**config.mk**
```make
export PLATFORM = sky130hd
export DESIGN_NAME = mult_pipe
export DESIGN_NICKNAME = d
export VERILOG_FILES = /design/src/rtl/mult_pipe_pkg.sv /design/src/rtl/mult_pipe_stage.sv /design/src/rtl/mult_pipe.sv
export SDC_FILE = /design/constraint.sdc
export NUM_CORES = 1
export LEC_CHECK = 0
export BUFFER_PORTS_ARGS = -buffer_cell sky130_fd_sc_hd__buf_2
export CAP_MARGIN = 15
export CORE_MARGIN = 4
export CORE_UTILIZATION = 63
export DETAILED_ROUTE_END_ITERATION = 16
export MAX_ROUTING_LAYER = met4
export PLACE_DENSITY = 0.83
export SLEW_MARGIN = 20
export SYNTH_ARGS = -nofsm -noshare
export SYNTH_HDL_FRONTEND = slang
export SYNTH_SLANG_ARGS = --single-unit
```
**constraint.sdc**
```tcl
create_clock -name CLK -period 9.85 [get_ports CLK]
set_input_delay 0.985 -clock CLK [delete_from_list [all_inputs] [get_ports CLK]]
set_output_delay 0.985 -clock CLK [all_outputs]
set_load 0.02 [all_outputs]
```
**src/rtl/mult_pipe_pkg.sv**
```systemverilog
// rtl/mult_pipe_pkg.sv - shared mode/stage constants and latency helper for mult_pipe
package mult_pipe_pkg;

    localparam logic [63:0] S_REGISTER = 64'("REGISTER");
    localparam logic [63:0] S_BYPASS   = 64'("BYPASS");
    localparam logic [63:0] S_MULT     = 64'("MULT");
    localparam logic [63:0] S_MAC      = 64'("MAC");

    function automatic int mult_latency(input logic [63:0] reg_a,
                                        input logic [63:0] reg_b,
                                        input logic [63:0] reg_out,
                                        input logic [63:0] mode);
        int ni;
        ni = (reg_a == S_REGISTER || reg_b == S_REGISTER) ? 1 : 0;
        if (mode == S_MAC) return ni + 1;
        return ni + ((reg_out == S_REGISTER) ? 1 : 0);
    endfunction

endpackage

```
**src/rtl/mult_pipe_stage.sv**
```systemverilog
// rtl/mult_pipe_stage.sv - optional pipeline register with clock enable and async active-low reset
module mult_pipe_stage
    import mult_pipe_pkg::*;
#(
    parameter int          WIDTH    = 1,
    parameter logic [63:0] MODE_REG = S_REGISTER
) (
    input  logic             clk,
    input  logic             rst_n,
    input  logic             ce,
    input  logic [WIDTH-1:0] d,
    output logic [WIDTH-1:0] q
);

    generate
        if (MODE_REG == S_REGISTER) begin : g_reg
            always_ff @(posedge clk or negedge rst_n) begin
                if (!rst_n) begin
                    q <= '0;
                end else if (ce) begin
                    q <= d;
                end
            end
        end else begin : g_byp
            logic unused_ctl;
            assign unused_ctl = &{1'b0, clk, rst_n, ce};
            assign q = d;
        end
    endgenerate

endmodule

```
**src/rtl/mult_pipe.sv**
```systemverilog
// rtl/mult_pipe.sv - pipelined signed/unsigned multiplier with optional saturating accumulate
module mult_pipe
    import mult_pipe_pkg::*;
#(
    parameter int          A_WIDTH   = 9,
    parameter int          B_WIDTH   = 9,
    parameter logic [63:0] REGINPUTA = S_REGISTER,
    parameter logic [63:0] REGINPUTB = S_REGISTER,
    parameter logic [63:0] REGOUTPUT = S_REGISTER,
    parameter logic [63:0] MODE      = S_MULT,
    parameter int          ACC_WIDTH = A_WIDTH + B_WIDTH + 4
) (
    input  logic               CLK,
    input  logic               RSTN,
    input  logic               CE,
    input  logic               VALID_IN,
    input  logic [A_WIDTH-1:0] A,
    input  logic               SIGNEDA,
    input  logic [B_WIDTH-1:0] B,
    input  logic               SIGNEDB,
    input  logic               ACC_CLR,
    output logic               VALID_OUT,
    output logic [((MODE == S_MAC) ? ACC_WIDTH : A_WIDTH + B_WIDTH)-1:0] Z,
    output logic               OVF
);

    localparam int PW = A_WIDTH + B_WIDTH;
    // The valid/clear path is registered whenever either operand is, i.e. when the
    // multiply latency with a bypassed output stage is one.
    localparam logic [63:0] REG_IN =
        (mult_latency(REGINPUTA, REGINPUTB, S_BYPASS, S_MULT) == 1) ? S_REGISTER : S_BYPASS;

    logic [A_WIDTH:0] a_s;
    logic [B_WIDTH:0] b_s;
    logic [1:0]       vc_s;

    mult_pipe_stage #(.WIDTH(A_WIDTH + 1), .MODE_REG(REGINPUTA)) u_stage_a (
        .clk(CLK), .rst_n(RSTN), .ce(CE), .d({SIGNEDA, A}), .q(a_s)
    );

    mult_pipe_stage #(.WIDTH(B_WIDTH + 1), .MODE_REG(REGINPUTB)) u_stage_b (
        .clk(CLK), .rst_n(RSTN), .ce(CE), .d({SIGNEDB, B}), .q(b_s)
    );

    mult_pipe_stage #(.WIDTH(2), .MODE_REG(REG_IN)) u_stage_vin (
        .clk(CLK), .rst_n(RSTN), .ce(CE), .d({ACC_CLR, VALID_IN}), .q(vc_s)
    );

    logic signed [A_WIDTH:0]  a_x;
    logic signed [B_WIDTH:0]  b_x;
    logic signed [PW+1:0]     full;
    logic [PW-1:0]            prod;
    logic                     sgn;

    assign a_x  = {a_s[A_WIDTH] & a_s[A_WIDTH-1], a_s[A_WIDTH-1:0]};
    assign b_x  = {b_s[B_WIDTH] & b_s[B_WIDTH-1], b_s[B_WIDTH-1:0]};
    assign full = a_x * b_x;
    assign prod = full[PW-1:0];
    assign sgn  = a_s[A_WIDTH] | b_s[B_WIDTH];

    generate
        if (MODE == S_MAC) begin : g_mac
            logic signed [PW-1:0]   prod_s;
            logic [ACC_WIDTH-1:0]   acc, ext, acc_nxt, sat_val;
            logic [ACC_WIDTH:0]     sum;
            logic                   sat, ovf, unused_mac;

            assign unused_mac = &{1'b0, full[PW+1:PW]};
            assign prod_s     = prod;
            assign ext        = sgn ? ACC_WIDTH'(prod_s) : ACC_WIDTH'(prod);

            // One guard bit detects wrap; the beat's signedness picks the limits.
            always_comb begin
                sum     = sgn ? ({acc[ACC_WIDTH-1], acc} + {ext[ACC_WIDTH-1], ext})
                              : ({1'b0, acc} + {1'b0, ext});
                sat     = 1'b0;
                sat_val = '1;
                if (sgn) begin
                    sat     = sum[ACC_WIDTH] ^ sum[ACC_WIDTH-1];
                    sat_val = {sum[ACC_WIDTH], {(ACC_WIDTH-1){~sum[ACC_WIDTH]}}};
                end else begin
                    sat     = sum[ACC_WIDTH];
                end
                acc_nxt = sat ? sat_val : sum[ACC_WIDTH-1:0];
            end

            always_ff @(posedge CLK or negedge RSTN) begin
                if (!RSTN) begin
                    acc <= '0;
                    ovf <= 1'b0;
                end else if (CE && vc_s[0]) begin
                    if (vc_s[1]) begin
                        acc <= ext;
                        ovf <= 1'b0;
                    end else begin
                        acc <= acc_nxt;
                        ovf <= ovf | sat;
                    end
                end
            end

            mult_pipe_stage #(.WIDTH(1), .MODE_REG(S_REGISTER)) u_stage_vout (
                .clk(CLK), .rst_n(RSTN), .ce(CE), .d(vc_s[0]), .q(VALID_OUT)
            );

            assign Z   = acc;
            assign OVF = ovf;
        end else begin : g_mult
            logic unused_mult;
            assign unused_mult = &{1'b0, vc_s[1], sgn, full[PW+1:PW]};

            // Data only loads on a valid beat so Z holds between results.
            mult_pipe_stage #(.WIDTH(PW), .MODE_REG(REGOUTPUT)) u_stage_z (
                .clk(CLK), .rst_n(RSTN), .ce(CE & vc_s[0]), .d(prod), .q(Z)
            );

            mult_pipe_stage #(.WIDTH(1), .MODE_REG(REGOUTPUT)) u_stage_vout (
                .clk(CLK), .rst_n(RSTN), .ce(CE), .d(vc_s[0]), .q(VALID_OUT)
            );

            assign OVF = 1'b0;
        end
    endgenerate

endmodule

```
==> out/qor.csv, run 1 <==
stage,metric,value,unit
clocking,cts_resized,0,
clocking,cts-root-buf,clkbuf_8,
die,dieArea,9840,sq um
critical_path,end_kind,register,
synthesis,syn-num-nets,693,
routing,wl_per_cell,17.1,um
timing,period_share,57.6,%
critical_path,worstRegToRegCells,17,
cells_and_area,area_growth,6.57,%
synthesis,yosysWarnings,0,
die,io_pins,45,
routing,drt_iter0_markers,184,
placement,hpwl,8.90,mm
min_path,hold_path.startpoint,g_mult.u_stage_z.q[7],
critical_path,cpPeakStageDelay,670,ps
critical_path,cp.required,10000,ps
timing,tightest_slew,993,ps
synthesis,synth_area,5240,sq um
routing,first_pass_iters,4,
min_path,holdPathStages,2,
timing,final_hold_viol_count,0,
cells_and_area,nNetsFinal,716,
critical_path,crit_top_cell,fa_1,
grt,grt_usage,25.4,%
routing,detail-route-antenna-nets,0,
job,cap_violations,0,
status,status,completed,
clocking,clk_pin_slew,90,ps
critical_path,critPathArrivalTime,5820,ps
clocking,cts_hold_buf,0,
timing,worst_hold_slack,487,ps
timing,setup_viol,0,
timing,period_needed,5670,ps
cells_and_area,nFillCells,593,
grt,grt-ovfl-total,0,
placement,place.port_buffers,42,
critical_path,reg2reg_setup_slack,4180,ps
synthesis,synth-seq-cells,40,
clocking,cts_tree,yes,
clocking,clock-sinks,40,
cells_and_area,drive_gt1_share,15.2,%
synthesis,synth_edf_count,0,
critical_path,crit_slowest_cell,dfrtp_1,
routing,drc,0,
placement,gp_congestion,0.910,
die,rows,32,
routing,dr_total_vias,3735,
synthesis,ys_async_sr_fraction,100,%
clocking,cts_buffers,5,
routing,via_per_inst,5.60,
critical_path,path_max_fanout,16,
timing,fmax,176,MHz
die,initial_core_util,66.4,%
synthesis,synth_cells,541,
clocking,postCtsSetupRepairBufs,0,
clocking,cts_max_level,2,
critical_path,r2r_start,u_stage_a.q[8],
die,die_y,99.2,um
synthesis,yosysSeqAreaShare,19.1,%
timing,max_slew_margin,33.6,%
clocking,max-clock-path-buffers,2,
min_path,hold_end,g_mult.u_stage_z.q[7],
critical_path,cp_cell_sequence,"and2_4, nand2_1, fa_1, inv_1, fa_1, fa_1, inv_1, fa_1, fa_1, inv_1, ha_1, and3_1, and2_1, a221o_1, a21oi_1, xor2_1, o21ai_1",
grt,grt_max_degree,41,
timing,drv_slew,0,
critical_path,criticalPathCategory,reg -> reg,
routing,routed_wl,11.4,mm
grt,antenna_found_initial,0,
timing,rsz0062_at_grt,no,
timing,setup_tns,0,ps
synthesis,ys.flop_type,dfrtp_1,
min_path,hold_class,reg -> reg,
grt,grt_pass1_wl,19.3,mm
synthesis,avgSynthCellArea,9.68,sq um
clocking,clk_latency,300,ps
critical_path,startpoint_type,register,
synthesis,synth.distinct_cells,42,
grt,grt_pass1_vias,4158,
critical_path,r2r-end,g_mult.u_stage_z.q[14],
timing,finClkSkew,7.28,ps
cells_and_area,diodes,0,
die,die_w,99.2,um
die,fp.coreArea,7890,sq um
## layer usage
| metal | global-route usage (%) | vias up | share of wire [%] |
|---|---|---|---|
| li1 | - | 1695 | - |
| met1 | 31.0 | 1919 | 39 |
| met2 | 45.0 | 108 | 55 |
| met3 | 4.21 | 13 | 5.2 |
| met4 | 4.83 | 0 | 1.2 |
| met5 | - | - | 0 |
## worst max path at each step
stage	start	to	slack [ps]
2_1_floorplan	u_stage_a.q[8]	g_mult.u_stage_z.q[14]	4960
4_1_cts	u_stage_a.q[8]	g_mult.u_stage_z.q[14]	4210
3_3_place_gp	u_stage_a.q[8]	g_mult.u_stage_z.q[14]	4350
5_1_grt	u_stage_a.q[8]	g_mult.u_stage_z.q[14]	3930
6_report	u_stage_a.q[8]	g_mult.u_stage_z.q[14]	4180
3_5_place_dp	u_stage_a.q[8]	g_mult.u_stage_z.q[14]	4230
## metrics by stage
step / cells / area [sq um] / util (%) / worst slack [ps]
3_3_place_gp: 659 / 5470 / 69.3 / 4350
6_report: 667 / 5580 / 70.8 / 4180
4_1_cts: 667 / 5580 / 70.8 / 4210
5_1_grt: 667 / 5580 / 70.8 / 3930
2_1_floorplan: 541 / 5240 / - / 4960
3_5_place_dp: 659 / 5470 / 69.3 / 4230
## cell families (layout without fill, tap and decap cells)
logic type,Yosys count,in the layout,share of synthesized area [%]
fa+ha+maj,127,127,42.1
compound gates,54,54,6.52
simple gates,135,135,12.8
flops,40,40,19.1
buf+inv,137,161,10.1
mux,25,25,5.38
xor+xnor,22,22,3.97
other cells,1,1,0.0716
## synthesized netlist by cell type, drive strengths merged, types with 2 or more instances
cell      n  share of area (%)
inv     111                8.0
fa       82                 31
nand2    65                4.8
ha       45                 11
and2     43                5.2
dfrtp    40                 19
mux2     25                5.4
clkbuf   24                1.7
o21ai    20                1.9
xnor2    13                2.5
nor2      9               0.64
xor2      9                1.5
a21oi     8               0.84
a21o      6               0.86
and3      6               0.76
a31oi     5               0.60
nand2b    3               0.36
o21bai    3               0.43
or2       3               0.36
a211oi    2               0.29
a31o      2               0.33
buf       2               0.36
nand3     2               0.19
nor4      2               0.24
o21a      2               0.29
## final cells by class
class	count	area, sq um	share of cell area (%)
multi-input cells	364	3710	66.4
flip-flops and latches	40	1000	17.9
inverters	111	419	7.51
repair buffers	42	210	3.77
well taps	102	128	2.29
clock buffers	5	68.8	1.23
clock inverters	3	46.3	0.829
## worst max-delay path, delay by kind of cell (launching register included)
kind	cells	cell delay (ps)
adders and majority gates	6	2930
xor gates and xnor gates	1	190
DFF	1	670
AOI/OAI and AO/OA	3	570
buffers and inverters	3	330
and+or+nand+nor	4	820
## layout by cell type, fill, tap and decap left out, types with 2 or more instances in the layout
cell type  count
inv_1        110
fa_1          82
nand2_1       64
ha_1          45
and2_1        42
buf_2         42
dfrtp_1       40
mux2_2        25
o21ai_1       12
xnor2_1       11
nor2_1         9
xor2_1         9
o21ai_0        8
a21oi_1        7
a21o_1         6
a31oi_1        5
clkbuf_8       5
and3_1         4
or2_2          3
nand2b_1       3
o21bai_1       3
and3_2         2
a211oi_1       2
a31o_1         2
o21a_1         2
nor4_1         2
nand3_1        2
xnor2_2        2
## sequential cells by signal (all words and copies together), names as in the netlist
register and count:
g_mult.u_stage_z.q 18, u_stage_a.q 10, u_stage_b.q 10, g_mult.u_stage_vout.q 1, u_stage_vin.q 1
Power of run 1 is left out: the tool's default activity adds up to more than one toggle a clock period on the data nets, which glitch-free logic cannot reach.
==> run 2: changes to the inputs <==
--- a/config.mk
+++ b/config.mk
@@ -5,13 +5,14 @@
 export SDC_FILE = /design/constraint.sdc
 export NUM_CORES = 1
 export LEC_CHECK = 0
+export ABC_AREA = 1
 export BUFFER_PORTS_ARGS = -buffer_cell sky130_fd_sc_hd__buf_2
 export CAP_MARGIN = 15
 export CORE_MARGIN = 4
-export CORE_UTILIZATION = 63
+export CORE_UTILIZATION = 62
 export DETAILED_ROUTE_END_ITERATION = 16
 export MAX_ROUTING_LAYER = met4
-export PLACE_DENSITY = 0.83
+export PLACE_DENSITY = 0.81
 export SLEW_MARGIN = 20
 export SYNTH_ARGS = -nofsm -noshare
 export SYNTH_HDL_FRONTEND = slang
==> constraint.sdc (replaced) <==
create_clock -name CLK -period 5.78 [get_ports CLK]
set_input_delay 0.578 -clock CLK [delete_from_list [all_inputs] [get_ports CLK]]
set_output_delay 0.578 -clock CLK [all_outputs]
set_load 0.02 [all_outputs]
==> run 2 against run 1 <==
Against the previous run:
- area after synthesis rose by 4.2%
- clock-buffer cell count is the same
- largest cell class unchanged
- routed wire length is 7.2% higher
- sequential share of layout area fell by 0.74 points
- cell area up 4.3%
- fmax up 9.2%
- first-iteration DRC count up 24%
- register-to-register slack worse by 3600 ps
- setup slack got worse by 3600 ps
- critical path depth increased by 1
- die area up 5.4%
==> out/qor.csv, run 2 <==
stage,metric,value,unit,change
status,status,completed,,
die,die_w,102,um,+2.7%
critical_path,critPathArrivalTime,5360,ps,-460 ps
synthesis,synth_top_family_by_area,adder cells,,
routing,via_per_inst,5.27,,-5.9%
cells_and_area,drive_gt1_share,10.4,%,-4.8 points
timing,period_needed,5190,ps,-475 ps
cells_and_area,design_area,5820,sq um,+4.3%
placement,dp.cells,819,,+24%
clocking,cts_buffers,5,,unchanged
synthesis,synth_top_area_share,30.1,%,-1.3 points
die,rows,33,,+3.1%
synthesis,synth_edf_count,0,,unchanged
synthesis,ys_async_sr_fraction,100,%,unchanged
routing,detail-route-antenna-nets,0,,unchanged
synthesis,synth_compound_area_share,4.38,%,-2.1 points
cells_and_area,largest_reg_flops,18,,unchanged
synthesis,synth_fa_ha_area_share,40.4,%,-1.7 points
timing,final_hold_viol_count,0,,unchanged
timing,drv_slew,0,,unchanged
synthesis,syn-num-nets,846,,+22%
synthesis,synth_cells,694,,+28%
power_and_ir_drop,power,2.95,mW,
critical_path,criticalPathCategory,reg -> reg,,
grt,grt-ovfl-total,0,,unchanged
placement,dpl_cell_area,5710,sq um,+4.4%
routing,routed_wl,12.2,mm,+7.2%
placement,hpwl,10.2,mm,+15%
critical_path,path_max_fanout,10,,-6
routing,wl_per_cell,14.8,um,-14%
routing,first_pass_iters,6,,+2
min_path,hold_class,in -> async,,
clocking,max-clock-path-buffers,2,,unchanged
clocking,cts_hold_buf,0,,unchanged
clocking,cts_resized,0,,unchanged
critical_path,cp_cell_sequence,"inv_1, nor2_1, inv_1, fa_1, inv_1, fa_1, fa_1, fa_1, inv_1, fa_1, inv_1, ha_1, nand2_1, nor2_1, nand3_1, nand3_1, xnor2_1, o21ai_1",,
die,initial_core_util,65.1,%,-1.3 points
synthesis,yosys-top-cells-area,"fa_1 30%, dfrtp_1 18%, nand2_1 13%, inv_1 12%, ha_1 10%",,
synthesis,post_synth_most_frequent_cells,"191 x nand2_1, 180 x inv_1, 82 x fa_1, 45 x ha_1, 40 x dfrtp_1",,
grt,antenna_found_initial,0,,unchanged
routing,dr_total_vias,4356,,+17%
timing,finClkSkew,9.67,ps,+2.39 ps
routing,drt_iter0_markers,229,,+24%
synthesis,synthXorXnorAreaFrac,1.28,%,-2.7 points
cells_and_area,final_common_cell,nand2_1,,
clocking,cts_max_level,2,,unchanged
synthesis,synth.distinct_cells,30,,-29%
synthesis,yosys.area_share.simple,18.7,%,+5.9 points
die,die_y,102,um,+2.7%
cells_and_area,nFillCells,682,,+15%
timing,worst_hold_slack,403,ps,-84.1 ps
clocking,clk_pin_slew,100,ps,about the same
grt,grt_max_degree,41,,unchanged
grt,grt_pass1_wl,21.6,mm,+12%
placement,gp_congestion,0.876,,-3.7%
routing,drc,0,,unchanged
synthesis,avgSynthCellArea,7.86,sq um,-19%
critical_path,end_kind,register,,
clocking,clock-sinks,40,,unchanged
timing,tightest_slew,937,ps,-55.9 ps
synthesis,synth-seq-cells,40,,unchanged
critical_path,crit_slowest_cell,fa_1,,
critical_path,startpoint_type,register,,
cells_and_area,final_cells,827,,+24%
cells_and_area,top_register,g_mult.u_stage_z.q,,
cells_and_area,reg_top3,"g_mult.u_stage_z.q: 18 flops, u_stage_a.q: 10 flops, u_stage_b.q: 10 flops",,
synthesis,yosysTopAreaCell,fa_1,,
synthesis,synth.area.mux_share,2.06,%,-3.3 points
clocking,clk_latency,310,ps,about the same
critical_path,cpPeakStageDelay,600,ps,-70 ps
die,fp.coreArea,8380,sq um,+6.3%
timing,period_share,89.9,%,+32 points
synthesis,yosysSeqAreaShare,18.3,%,-0.77 points
job,cap_violations,0,,unchanged
grt,grt_usage,27.6,%,+2.1 points
die,dieArea,10400,sq um,+5.4%
cells_and_area,layout_common_cells,"191 x nand2_1, 180 x inv_1, 82 x fa_1, 45 x ha_1, 42 x buf_2",,
synthesis,ys.flop_type,dfrtp_1,,
synthesis,yosysWarnings,0,,unchanged
timing,setup_viol,0,,unchanged
cells_and_area,nNetsFinal,873,,+22%
clocking,cts_tree,yes,,
timing,rsz0062_at_grt,no,,
die,io_pins,45,,unchanged
grt,grt_pass1_vias,4870,,+17%
power_and_ir_drop,vdd_ir_drop_max,0.300,mV,
clocking,cts-root-buf,clkbuf_8,,
power_and_ir_drop,powerDensity,506,nW/um^2,
timing,max_slew_margin,37.5,%,+3.9 points
cells_and_area,area_growth,6.72,%,
timing,fmax,193,MHz,+9.2%
power_and_ir_drop,p_leak,3.50,nW,
synthesis,synth_area,5460,sq um,+4.2%
placement,place.port_buffers,42,,unchanged
timing,setup_tns,0,ps,unchanged
critical_path,cp.required,5950,ps,-4050 ps
synthesis,synth_most_common_cell,nand2_1,,
clocking,postCtsSetupRepairBufs,0,,unchanged
cells_and_area,diodes,0,,unchanged
run 2: through the flow:
stage / utilization [%] / setup WS (ps)
5_1_grt: 69.5 / 257
3_5_place_dp: 68.1 / 647
6_report: 69.5 / 586
3_3_place_gp: 68.1 / 744
2_1_floorplan: - / 1070
4_1_cts: 69.5 / 623
run 2: metal layers:
layer	share of wire, %	GRT usage (%)
met3	6.0	4.44
met2	52	48.9
met1	38	31.5
met5	0	-
met4	3.4	10.2
run 2: kinds of logic (layout without fill, tap and decap cells):
family	count (synthesis)	after routing
buffers and inverters	209	237
XOR/XNOR	8	8
flip-flops	40	40
multiplexers	10	10
AND/OR/NAND/NOR	253	253
adder cells (fa/ha/maj)	127	127
AO/OA/AOI/OAI	46	46
other	1	1
run 2: report_power, final:
group          switching (mW)  internal, mW  total, mW
Sequential             0.0664         0.352      0.418
Combinational            1.40         0.877       2.28
Clock                   0.119         0.130      0.250
run 2: worst paths after layout:
| check | start | endpoint | slack, ps | depth (start not counted) |
|---|---|---|---|---|
| worst min register to register | g_mult.u_stage_z.q[1] | g_mult.u_stage_z.q[1] | 490 | 2 |
| min in group CLK | B[1] | u_stage_b.q[1] | 470 | 3 |
| worst max-delay path | u_stage_b.q[1] | g_mult.u_stage_z.q[13] | 590 | 18 |
| max in group asynchronous | RSTN | g_mult.u_stage_z.q[14] | 4790 | 1 |
| worst min-delay path | RSTN | u_stage_b.q[2] | 400 | 1 |
| worst max register to register | u_stage_b.q[1] | g_mult.u_stage_z.q[13] | 590 | 18 |
run 2: worst max-delay path: cells and delay by family, from the launching register on:
| kind | cells | cell delay, ps |
|---|---|---|
| AO/OA/AOI/OAI | 1 | 80 |
| XOR/XNOR | 1 | 130 |
| adder cells (fa/ha/maj) | 6 | 2950 |
| buffers and inverters | 5 | 460 |
| flip-flops | 1 | 590 |
| AND/OR/NAND/NOR | 5 | 840 |
run 2: cell type report:
type                    instances  area, sq um  share of cell area (%)
well taps                     105          131                    2.26
clock inverters                 3         46.3                   0.795
flip-flops and latches         40         1000                    17.2
repair buffers                 46          240                    4.13
multi-input cells             445         3650                    62.7
clock buffers                   5         68.8                    1.18
inverters                     183          687                    11.8
Power figures use the tool's default switching activity.
==> run 3: changes to the inputs <==
--- a/config.mk
+++ b/config.mk
@@ -13,6 +13,7 @@
 export DETAILED_ROUTE_END_ITERATION = 16
 export MAX_ROUTING_LAYER = met4
 export PLACE_DENSITY = 0.81
+export RECOVER_POWER = 50
 export SLEW_MARGIN = 20
 export SYNTH_ARGS = -nofsm -noshare
 export SYNTH_HDL_FRONTEND = slang
==> run 3 against run 2 <==
Against the previous run:
- clock power about the same
- critical path type unchanged
- the run now ends with max-capacitance violations, max-slew violations left
- combinational power hardly changed
- setup slack about the same
- power about the same
- largest power group unchanged
- clock skew did not move
- routed wire length barely moved
- critical endpoint unchanged
==> out/qor.csv, run 3 (synthesis gave the netlist of run 2 again) <==
stage,metric,value,unit,change
power_and_ir_drop,seqPwrFrac,14.2,%,about the same
power_and_ir_drop,p_int,1.36,mW,about the same
clocking,clock-sinks,40,,unchanged
routing,dr_total_vias,4356,,unchanged
die,die_y,102,um,unchanged
cells_and_area,drive_gt1_share,10.1,%,-0.28 points
clocking,cts-root-buf,clkbuf_8,,
min_path,hold_class,in -> reg,,
timing,drv_slew,41,,+41
power_and_ir_drop,p_clk_share,8.5,%,about the same
power_and_ir_drop,netSwitchingFraction,53.9,%,about the same
power_and_ir_drop,powerDensity,506,nW/um^2,about the same
routing,first_pass_iters,6,,unchanged
routing,detail-route-antenna-nets,0,,unchanged
power_and_ir_drop,p_switching,1.59,mW,about the same
status,status,"finished, violations left",,
grt,grt-ovfl-total,0,,unchanged
timing,fmax,193,MHz,about the same
cells_and_area,reg_top3,"g_mult.u_stage_z.q: 18 flops, u_stage_a.q: 10 flops, u_stage_b.q: 10 flops",,
power_and_ir_drop,p_leak,3.50,nW,-0.16%
critical_path,cp.required,5950,ps,about the same
grt,grt_pass1_vias,4870,,unchanged
cells_and_area,area_growth,6.67,%,about the same
cells_and_area,final_common_cell,nand2_1,,
critical_path,criticalPathCategory,reg -> reg,,
routing,via_per_inst,5.27,,unchanged
power_and_ir_drop,p_comb_share,77.3,%,about the same
job,cap_violations,1,,+1
timing,setup_tns,0,ps,unchanged
grt,grt_usage,27.6,%,unchanged
routing,drc,0,,unchanged
placement,dpl_cell_area,5710,sq um,unchanged
die,io_pins,45,,unchanged
clocking,cts_hold_buf,0,,unchanged
placement,place.port_buffers,42,,unchanged
clocking,cts_resized,0,,unchanged
clocking,max-clock-path-buffers,2,,unchanged
status,violations,"max-capacitance violations, max-slew violations",,
critical_path,critPathArrivalTime,5360,ps,about the same
clocking,cts_max_level,2,,unchanged
clocking,cts_tree,yes,,
cells_and_area,nFillCells,684,,+0.29%
routing,wl_per_cell,14.8,um,about the same
clocking,clk_latency,310,ps,about the same
placement,gp_congestion,0.876,,unchanged
timing,tightest_slew,2240,ps,+1300 ps
routing,drt_iter0_markers,233,,+1.7%
timing,period_share,89.9,%,about the same
clocking,cts_buffers,5,,unchanged
timing,period_needed,5190,ps,+0.149 ps
power_and_ir_drop,vdd_ir_drop_max,0.300,mV,about the same
cells_and_area,design_area,5820,sq um,about the same
cells_and_area,largest_reg_flops,18,,unchanged
cells_and_area,layout_common_cells,"191 x nand2_1, 180 x inv_1, 82 x fa_1, 45 x ha_1",,
clocking,clk_pin_slew,100,ps,about the same
die,fp.coreArea,8380,sq um,unchanged
die,dieArea,10400,sq um,unchanged
cells_and_area,top_register,g_mult.u_stage_z.q,,
cells_and_area,diodes,0,,unchanged
grt,grt_pass1_wl,21.6,mm,unchanged
timing,setup_viol,0,,unchanged
die,initial_core_util,65.1,%,unchanged
timing,finClkSkew,9.67,ps,unchanged
critical_path,end_kind,register,,
timing,rsz0062_at_grt,no,,
critical_path,startpoint_type,register,,
cells_and_area,nNetsFinal,873,,unchanged
placement,hpwl,10.2,mm,unchanged
clocking,postCtsSetupRepairBufs,0,,unchanged
timing,max_slew_margin,-49.4,%,-87 points
grt,antenna_found_initial,0,,unchanged
grt,grt_max_degree,41,,unchanged
timing,final_hold_viol_count,0,,unchanged
die,die_w,102,um,unchanged
routing,routed_wl,12.2,mm,about the same
critical_path,path_max_fanout,10,,unchanged
die,rows,33,,unchanged
## run 3: changes by cell type in the layout (fill, tap and decap cells not counted), sizes merged
cell	previous run	this run
buf	46	44
clkbuf	5	7
## run 3: layout make-up
type / count / area, sq um / share of cell area (%)
multi-input combinational: 445 / 3650 / 62.7
timing repair buffer: 46 / 238 / 4.08
tap: 105 / 131 / 2.26
sequential: 40 / 1000 / 17.2
clock inverter: 3 / 46.3 / 0.795
inverter: 183 / 687 / 11.8
clock buffer: 5 / 68.8 / 1.18
## run 3: power groups by stage
stage,combinational (mW),clock (mW),sequential (mW)
global placement,2.19,0,0.418
CTS,2.29,0.256,0.417
detailed placement,2.28,0,0.423
floorplan,1.68,0,0.459
global route,2.65,0.270,0.427
finish,2.28,0.250,0.418
## run 3: stage by stage
stage	utilization [%]	hold WS, ps	power, mW	std cells	setup WS, ps
after global placement	68.1	463	2.61	819	744
after CTS	69.5	431	2.96	827	623
after detailed placement	68.1	464	2.70	819	647
after global routing	69.4	479	3.35	827	257
final	69.4	472	2.95	827	586
after floorplan	-	282	2.14	694	1070
## run 3: routing by layer
metal,vias to the layer above,GRT usage [%],share of wire [%]
li1,2069,-,-
met1,2091,31.5,38
met2,154,48.9,52
met3,42,4.44,6.0
met4,0,10.2,3.4
met5,-,-,0
## run 3: path summary, 6_finish.rpt
check	startpoint	end	slack (ps)	cells past startpoint
max in group asynchronous	RSTN	g_mult.u_stage_z.q[14]	3580	1
max reg2reg	u_stage_b.q[1]	g_mult.u_stage_z.q[13]	590	18
max	u_stage_b.q[1]	g_mult.u_stage_z.q[13]	590	18
min in group asynchronous	RSTN	u_stage_b.q[2]	930	1
min	B[1]	u_stage_b.q[1]	470	3
min reg2reg	g_mult.u_stage_z.q[1]	g_mult.u_stage_z.q[1]	490	2
## run 3: worst max-delay path, stage by stage (launching register included)
cell     delay (ps)
dfrtp_1         590
inv_1           100
nor2_1          200
inv_1           120
fa_1            600
inv_1           130
fa_1            490
fa_1            520
fa_1            510
inv_1            60
fa_1            490
inv_1            50
ha_1            340
nand2_1         100
nor2_1          260
nand3_1         140
nand3_1         140
xnor2_1         130
o21ai_1          80
